## src/rtl/mem_arbiter_pkg.sv

```systemverilog
// Shared widths, state encoding and bus command record for the IF/MEM memory arbiter.
`default_nettype none

package mem_arbiter_pkg;

   localparam int ADDR_WIDTH = 32;
   localparam int DATA_WIDTH = 32;
   localparam int BE_WIDTH   = DATA_WIDTH / 8;

   localparam logic [DATA_WIDTH-1:0] ZERO_WORD = '0;

   typedef enum logic [1:0] {
      ARB_IDLE = 2'd0,
      ARB_IF   = 2'd1,
      ARB_MEM  = 2'd2
   } arb_state_e;

   typedef struct packed {
      logic                  we;
      logic [BE_WIDTH-1:0]   be;
      logic [ADDR_WIDTH-1:0] addr;
      logic [DATA_WIDTH-1:0] wdata;
   } bus_cmd_t;

endpackage

`default_nettype wire

```

## src/rtl/mem_arbiter.sv

```systemverilog
// Arbitrates one single-port memory bus between instruction fetch and load/store,
// with a bounded MEM-priority streak and optional byte-lane reversal.
`default_nettype none

module mem_arbiter
   import mem_arbiter_pkg::*;
#(
   parameter int FAIR_LIMIT = 4,
   parameter bit SWAP_BYTES = 1'b1
) (
   input  logic                  CLK,
   input  logic                  RST,
   input  logic                  if_req,
   input  logic [ADDR_WIDTH-1:0] if_addr,
   output logic [DATA_WIDTH-1:0] if_rdata,
   output logic                  if_done,
   input  logic                  mem_req,
   input  logic                  mem_we,
   input  logic [BE_WIDTH-1:0]   mem_be,
   input  logic [ADDR_WIDTH-1:0] mem_addr,
   input  logic [DATA_WIDTH-1:0] mem_wdata,
   output logic [DATA_WIDTH-1:0] mem_rdata,
   output logic                  mem_done,
   output logic                  bus_req,
   output logic                  bus_we,
   output logic [BE_WIDTH-1:0]   bus_be,
   output logic [ADDR_WIDTH-1:0] bus_addr,
   output logic [DATA_WIDTH-1:0] bus_wdata,
   input  logic                  bus_ack,
   input  logic [DATA_WIDTH-1:0] bus_rdata
);

   localparam int STREAK_W = (FAIR_LIMIT > 0) ? $clog2(FAIR_LIMIT + 1) : 1;
   localparam logic [STREAK_W-1:0] STREAK_MAX = STREAK_W'(FAIR_LIMIT);

   function automatic logic [DATA_WIDTH-1:0] lane_word(input logic [DATA_WIDTH-1:0] w);
      logic [DATA_WIDTH-1:0] r;
      r = w;
      if (SWAP_BYTES) begin
         for (int i = 0; i < BE_WIDTH; i++) begin
            r[8*i +: 8] = w[8*(BE_WIDTH-1-i) +: 8];
         end
      end
      return r;
   endfunction

   function automatic logic [BE_WIDTH-1:0] lane_be(input logic [BE_WIDTH-1:0] b);
      logic [BE_WIDTH-1:0] r;
      r = b;
      if (SWAP_BYTES) begin
         for (int i = 0; i < BE_WIDTH; i++) begin
            r[i] = b[BE_WIDTH-1-i];
         end
      end
      return r;
   endfunction

   arb_state_e            state_q;
   bus_cmd_t              cmd_q;
   bus_cmd_t              cmd_d;
   logic                  bus_req_q;
   logic                  if_done_q;
   logic                  mem_done_q;
   logic [DATA_WIDTH-1:0] if_rdata_q;
   logic [DATA_WIDTH-1:0] mem_rdata_q;
   logic [STREAK_W-1:0]   streak_q;
   logic [STREAK_W-1:0]   streak_d;

   logic if_valid;
   logic mem_valid;
   logic fair_hit;
   logic grant_if;
   logic grant_mem;

   // A requester still holding req in its own done cycle is the finished access, not a new one.
   always_comb begin
      if_valid  = if_req && !if_done_q;
      mem_valid = mem_req && !mem_done_q;
      fair_hit  = (FAIR_LIMIT != 0) && (streak_q >= STREAK_MAX);
      grant_if  = if_valid && (!mem_valid || fair_hit);
      grant_mem = mem_valid && !grant_if;
      streak_d  = (streak_q < STREAK_MAX) ? streak_q + STREAK_W'(1) : streak_q;

      cmd_d = '0;
      if (grant_if) begin
         cmd_d.we    = 1'b0;
         cmd_d.be    = '1;
         cmd_d.addr  = if_addr;
         cmd_d.wdata = ZERO_WORD;
      end else if (grant_mem) begin
         cmd_d.we    = mem_we;
         cmd_d.be    = lane_be(mem_be);
         cmd_d.addr  = mem_addr;
         cmd_d.wdata = lane_word(mem_wdata);
      end
   end

   always_ff @(posedge CLK or posedge RST) begin
      if (RST) begin
         state_q     <= ARB_IDLE;
         cmd_q       <= '0;
         bus_req_q   <= 1'b0;
         if_done_q   <= 1'b0;
         mem_done_q  <= 1'b0;
         if_rdata_q  <= ZERO_WORD;
         mem_rdata_q <= ZERO_WORD;
         streak_q    <= '0;
      end else begin
         if_done_q  <= 1'b0;
         mem_done_q <= 1'b0;
         case (state_q)
            ARB_IDLE: begin
               if (grant_if) begin
                  cmd_q     <= cmd_d;
                  bus_req_q <= 1'b1;
                  streak_q  <= '0;
                  state_q   <= ARB_IF;
               end else if (grant_mem) begin
                  cmd_q     <= cmd_d;
                  bus_req_q <= 1'b1;
                  streak_q  <= streak_d;
                  state_q   <= ARB_MEM;
               end
            end
            ARB_IF: begin
               if (bus_ack) begin
                  if_rdata_q <= lane_word(bus_rdata);
                  if_done_q  <= 1'b1;
                  bus_req_q  <= 1'b0;
                  state_q    <= ARB_IDLE;
               end
            end
            ARB_MEM: begin
               if (bus_ack) begin
                  if (!cmd_q.we) begin
                     mem_rdata_q <= lane_word(bus_rdata);
                  end
                  mem_done_q <= 1'b1;
                  bus_req_q  <= 1'b0;
                  state_q    <= ARB_IDLE;
               end
            end
            default: begin
               bus_req_q <= 1'b0;
               state_q   <= ARB_IDLE;
            end
         endcase
      end
   end

   assign if_rdata  = if_rdata_q;
   assign if_done   = if_done_q;
   assign mem_rdata = mem_rdata_q;
   assign mem_done  = mem_done_q;
   assign bus_req   = bus_req_q;
   assign bus_we    = cmd_q.we;
   assign bus_be    = cmd_q.be;
   assign bus_addr  = cmd_q.addr;
   assign bus_wdata = cmd_q.wdata;

endmodule

`default_nettype wire

```

## config.mk

```make
export PLATFORM = sky130hd
export DESIGN_NAME = mem_arbiter
export DESIGN_NICKNAME = d
export VERILOG_FILES = /design/src/rtl/mem_arbiter_pkg.sv /design/src/rtl/mem_arbiter.sv
export SDC_FILE = /design/constraint.sdc
export NUM_CORES = 1
export LEC_CHECK = 0
export BUFFER_PORTS_ARGS = -buffer_cell sky130_fd_sc_hd__buf_2
export CORE_ASPECT_RATIO = 1.1
export CORE_MARGIN = 1
export CORE_UTILIZATION = 43
export DETAILED_ROUTE_END_ITERATION = 10
export PLACE_DENSITY = 0.77
export SLEW_MARGIN = 5
export SYNTH_ARGS = -nofsm -noshare
export SYNTH_HDL_FRONTEND = slang
export SYNTH_SLANG_ARGS = --single-unit
```

## constraint.sdc

```tcl
create_clock -name CLK -period 3.8 [get_ports CLK]
set_input_delay 0.19 -clock CLK [delete_from_list [all_inputs] [get_ports CLK]]
set_output_delay 0.19 -clock CLK [all_outputs]
set_load 0.005 [all_outputs]
```

# Yosys cells after proc, flatten, opt, wreduce, memory -nomap -nowiden
# Index checks and enable logic that the tools add are counted.
# totals
reg_bits	141
latch_bits	0
ramBits	0
rom_bits	0
input_bits	138
wordCells	54
memories	0
# classes
n_addsub	1
multipliers	0
n_div	0
magnitude_cmp	2
n_eq_ne	4
shifts	0
muxes	17
bitwise	1
n_reduce_logical	18
# op_table
operator	n
$mux W69	3
$mux W3	3
$mux W1	6
$mux W2	3
$reduce_and A2 Y1	3
$reduce_and A3 Y1	2
$logic_and A1 B1 Y1	4
$logic_not A1 Y1	4
$pmux W2 S2	1
$reduce_bool A2 Y1	2
$add A3 B1 Y3 const B	1
$ge A3 B3 Y1 const B	1
$lt A3 B3 Y1 const B	1
$ne A3 B3 Y1 const B	1
$eq A2 B1 Y1 const B	1
$eq A2 B2 Y1 const B	1
$logic_not A2 Y1	1
$ne A2 B1 Y1 const B	1
$pmux W1 S2	1
$reduce_or A2 Y1	1
$logic_or A1 B1 Y1	1
$not A1 Y1	1

# Depth between registers and ports, before layout
# depth
word_depth	10
depth_mapped	7
depth_no_buf	5

# Worst setup path before layout
# OpenSTA, ideal clock, no wires.
# synth_path
path_kind	register -> register
startpoint	reg state_q[0]
endpoint	reg mem_rdata_q[0], in the netlist mem_rdata[0]
arrival_time_ns	1.484
slack_ns	2.192
stages_incl_launch_ff	8
path_buffers	2
period_less_slack_ns	1.608
cell_sequence	dfrtp_1 -> inv_1 -> ha_1 -> and2_1 -> nand2b_1 -> clkbuf_1 -> buf_2 -> mux2_2
# synth_between
elab_chain_len	2
# synth_lines
item	line_no	source
from (decl)	mem_arbiter.sv:58	arb_state_e state_q;
from (signal assigned)	mem_arbiter.sv:100	state_q <= ARB_IDLE;
from (signal assigned)	mem_arbiter.sv:117	state_q <= ARB_IF;
from (signal assigned)	mem_arbiter.sv:122	state_q <= ARB_MEM;
$eq A2 B2 Y1	mem_arbiter.sv:111	case (state_q)
$reduce_and A3 Y1 (no line)	n/a	
to (signal assigned)	mem_arbiter.sv:136	mem_rdata_q <= lane_word(bus_rdata);
to (decl)	mem_arbiter.sv:65	logic [DATA_WIDTH-1:0] mem_rdata_q;
# Every way passes these cells.
# A chain may end at the register's enable or synchronous reset.

# Worst setup path after layout
# layout_path
startpoint	reg if_done_q, in the netlist if_done
endpoint	reg cmd_q, in the netlist bus_addr[27]
# layout_between
elab_chain_len	7
word_cells_on_any_way	10
classes_between	3 x mux; 7 x reduce/logical
# layout_lines
item	line_no	source
from (decl)	mem_arbiter.sv:62	logic if_done_q;
from (signal assigned)	mem_arbiter.sv:103	if_done_q <= 1'b0;
from (signal assigned)	mem_arbiter.sv:109	if_done_q <= 1'b0;
from (signal assigned)	mem_arbiter.sv:128	if_done_q <= 1'b1;
$logic_not A1 Y1 *	mem_arbiter.sv:77	if_valid = if_req && !if_done_q;
$logic_and A1 B1 Y1 *	mem_arbiter.sv:77	
$logic_and A1 B1 Y1 *	mem_arbiter.sv:80	grant_if = if_valid && (!mem_valid || fair_hit);
$logic_not A1 Y1	mem_arbiter.sv:81	grant_mem = mem_valid && !grant_if;
$logic_and A1 B1 Y1	mem_arbiter.sv:81	
$reduce_bool A2 Y1 (no line)	n/a	
$reduce_and A2 Y1 (no line)	n/a	
to (signal assigned)	mem_arbiter.sv:114	cmd_q <= cmd_d;
to (signal assigned)	mem_arbiter.sv:119	cmd_q <= cmd_d;
to (decl)	mem_arbiter.sv:59	bus_cmd_t cmd_q;
# Every way passes the cells marked *; elsewhere a longest branch is shown, timed or not. The select of a mux whose other input is x is not followed.

==> run_results.csv <==
group,metric,value,unit
setup_path,critPathMaxFanout,69,
timing,slew_headroom,16.5,%
clocking,h-tree-depth,4,
detailed_routing,ant_nets,0,
grt,grt_remaining_overflow,0,
detailed_routing,vias,5187,
setup_path,startpoint_type,"flop",
cells_and_area,fin_area,8720,um2
grt,grt_pass1_vias,5464,
timing,hold_violations,0,
floorplanning,die_h,129,um
floorplanning,num_rows,45,
setup_path,worstPathRequired,4.13,ns
run,maxCapViolations,0,
timing,finalSetupViolations,0,
synthesis,yosysSeqAreaShare,56.3,%
cells_and_area,final_cell_mix,"buf_2, dfrtp_1, mux2_2",
floorplanning,die_w,117,um
cells_and_area,mostFrequentLayoutCell,"buf_2",
synthesis,synth_edf_count,0,
synthesis,ys_ff_latch,141,
clocking,cts_hold_buf,35,
clocking,cts_root_buf,"clkbuf_16",
pwr,ir_worst_vdd,505,uV
cells_and_area,nets,887,
timing,max_slew.worst_pin.slew,1.25,ns
timing,rsz0062_at_grt,"no",
timing,clock_skew,0.00620,ns
clocking,cts_buffer_depth,2,
grt,antenna_found_initial,0,
timing,finalCritPeriodShare,64.5,%
setup_path,worstSetupPathType,"flop to flop",
setup_path,cp.arrival,2.78,ns
grt,grt_pass1_wl,27300,um
timing,setup_tns,0,ns
timing,fmax,0.408,GHz
grt,track_usage,24.1,%
pwr,power_density,811,nW/um2
synthesis,ys_warn_count,0,
floorplanning,core_area,14000,um2
synthesis,yosysUniqueCellTypes,36,
floorplanning,initial_utilization,44.7,%
placed_design,port_buffers,273,
clocking,clock-sinks,141,
placed_design,gp_congestion,0.778,
hold_path,hold_path.class,"input pin to flop",
clocking,cts_tree,"done",
grt,grt_max_degree,113,
synthesis,synth_fp_nets,597,
detailed_routing,drt_pass1_iterations,5,
cells_and_area,drive_gt1_share,54.4,%
synthesis,avgSynthCellArea,13.8,um2
setup_path,setup.worst_path.end_class,"flop",
timing,fin_ws,1.35,ns
cells_and_area,syn_to_final_growth,39.1,%
floorplanning,dieArea,15100,um2
detailed_routing,drc,0,
clocking,cts.clk_slew.worst_paths,0.06,ns
synthesis,synthArstFlopShare,100,%
placed_design,post_dp_cell_area,7730,um2
detailed_routing,routed_via_density,5.48,
detailed_routing,wire_per_inst,18.7,um
placed_design,place_ws,1.20,ns
floorplanning,io_pins,274,
clocking,clk-insertion-delay-late,0.42,ns
placed_design,dpl.hpwl,11700,um
pwr,leakage,4.26,nW
synthesis,synth_area,6270,um2
timing,finalCriticalPeriod,2.45,ns
clocking,cts_buffers,17,
timing,slew_violations,0,
detailed_routing,drt_iter0_drc,277,
clocking,cts_setup_buffers,0,
run_status,status,"finished clean",
synthesis,netlist_instances,455,
synthesis,ys.flop_type,"dfrtp_1",
clocking,post_cts_resized,0,
detailed_routing,wl,17700,um
## report_power, final
group          total (W)  switching (W)  internal [W]
Clock            0.00167       0.000635       0.00103
Sequential       0.00265       0.000432       0.00222
Combinational    0.00275        0.00129       0.00146
## cells in the mapped netlist (2+ instances only)
cell	number	area (um2)
dfrtp_1	141	3530
mux2_2	63	709
o21ai_0	34	170
a22o_1	33	289
a2bb2oi_1	32	280
and3b_1	32	280
a221oi_2	29	435
buf_2	23	115
clkbuf_1	14	52.6
inv_1	6	22.5
o22a_1	5	43.8
ha_1	4	50.1
a221oi_1	3	26.3
buf_1	3	11.3
buf_6	3	33.8
nand2_1	3	11.3
nand2b_1	3	18.8
a211o_1	2	17.5
a21oi_1	2	10.0
buf_4	2	15.0
nand3_1	2	10.0
nor2b_1	2	12.5
## through the flow
stage	std cells	power, W	hold slack [ns]	utilization [%]
after CTS	943	0.00708	0.000236	61.9
after global placement	878	0.00521	0.316	55.2
after detailed placement	878	0.00535	0.343	55.2
final	947	0.00707	0.0154	62.2
after floorplan	455	0.00422	0.316	-
after global routing	944	0.00750	0.00200	62.1
## worst paths after layout
kind	from	endpoint	slack, ns	cells past startpoint
worst max-delay path	if_done	bus_addr[27]	1.35	4
worst min-delay path	bus_rdata[31]	if_rdata[7]	0.02	2
worst max register to register	if_done	bus_addr[27]	1.35	4
worst min register to register	streak_q[0]	streak_q[0]	0.48	1
max in group asynchronous	RST	mem_rdata[5]	2.34	4
min in group asynchronous	RST	bus_addr[0]	0.45	3
## kinds of logic after synthesis
group,share of synthesized area (%)
flops,56.3
simple gates,6.09
buf+inv,3.99
compound gates,21.2
mux,11.7
fa+ha+maj,0.798
## flip-flops by register name, indices dropped and copies added, names as in the netlist
signal     flops
bus_req        1
mem_rdata     32
mem_done       1
bus_addr      32
streak_q       3
if_rdata      32
bus_be         4
state_q        2
if_done        1
bus_wdata     32
bus_we         1
## worst max-delay path, cell delays in order, from the launching register on
cell and delay (ns):
dfrtp_1 0.95, nand2b_2 0.30, buf_4 0.65, o21ai_0 0.23, a2bb2oi_1 0.23
## per-layer routing
| layer | vias up | routed length [um] | track usage [%] |
|---|---|---|---|
| li1 | 2331 | - | - |
| met5 | - | 0 | 0 |
| met4 | 0 | 553 | 12.7 |
| met3 | 43 | 1410 | 7.30 |
| met2 | 276 | 9060 | 41.9 |
| met1 | 2537 | 6710 | 26.3 |
## layout make-up
type / count / area (um2)
multi-input combinational: 263 / 2520
inverter: 6 / 26.3
timing repair buffer: 316 / 1810
fill: 1085 / 5300
clock buffer: 22 / 484
sequential: 141 / 3530
tap: 188 / 235
antenna: 3 / 7.51
clock inverter: 8 / 108
Power figures use the tool's default switching activity.
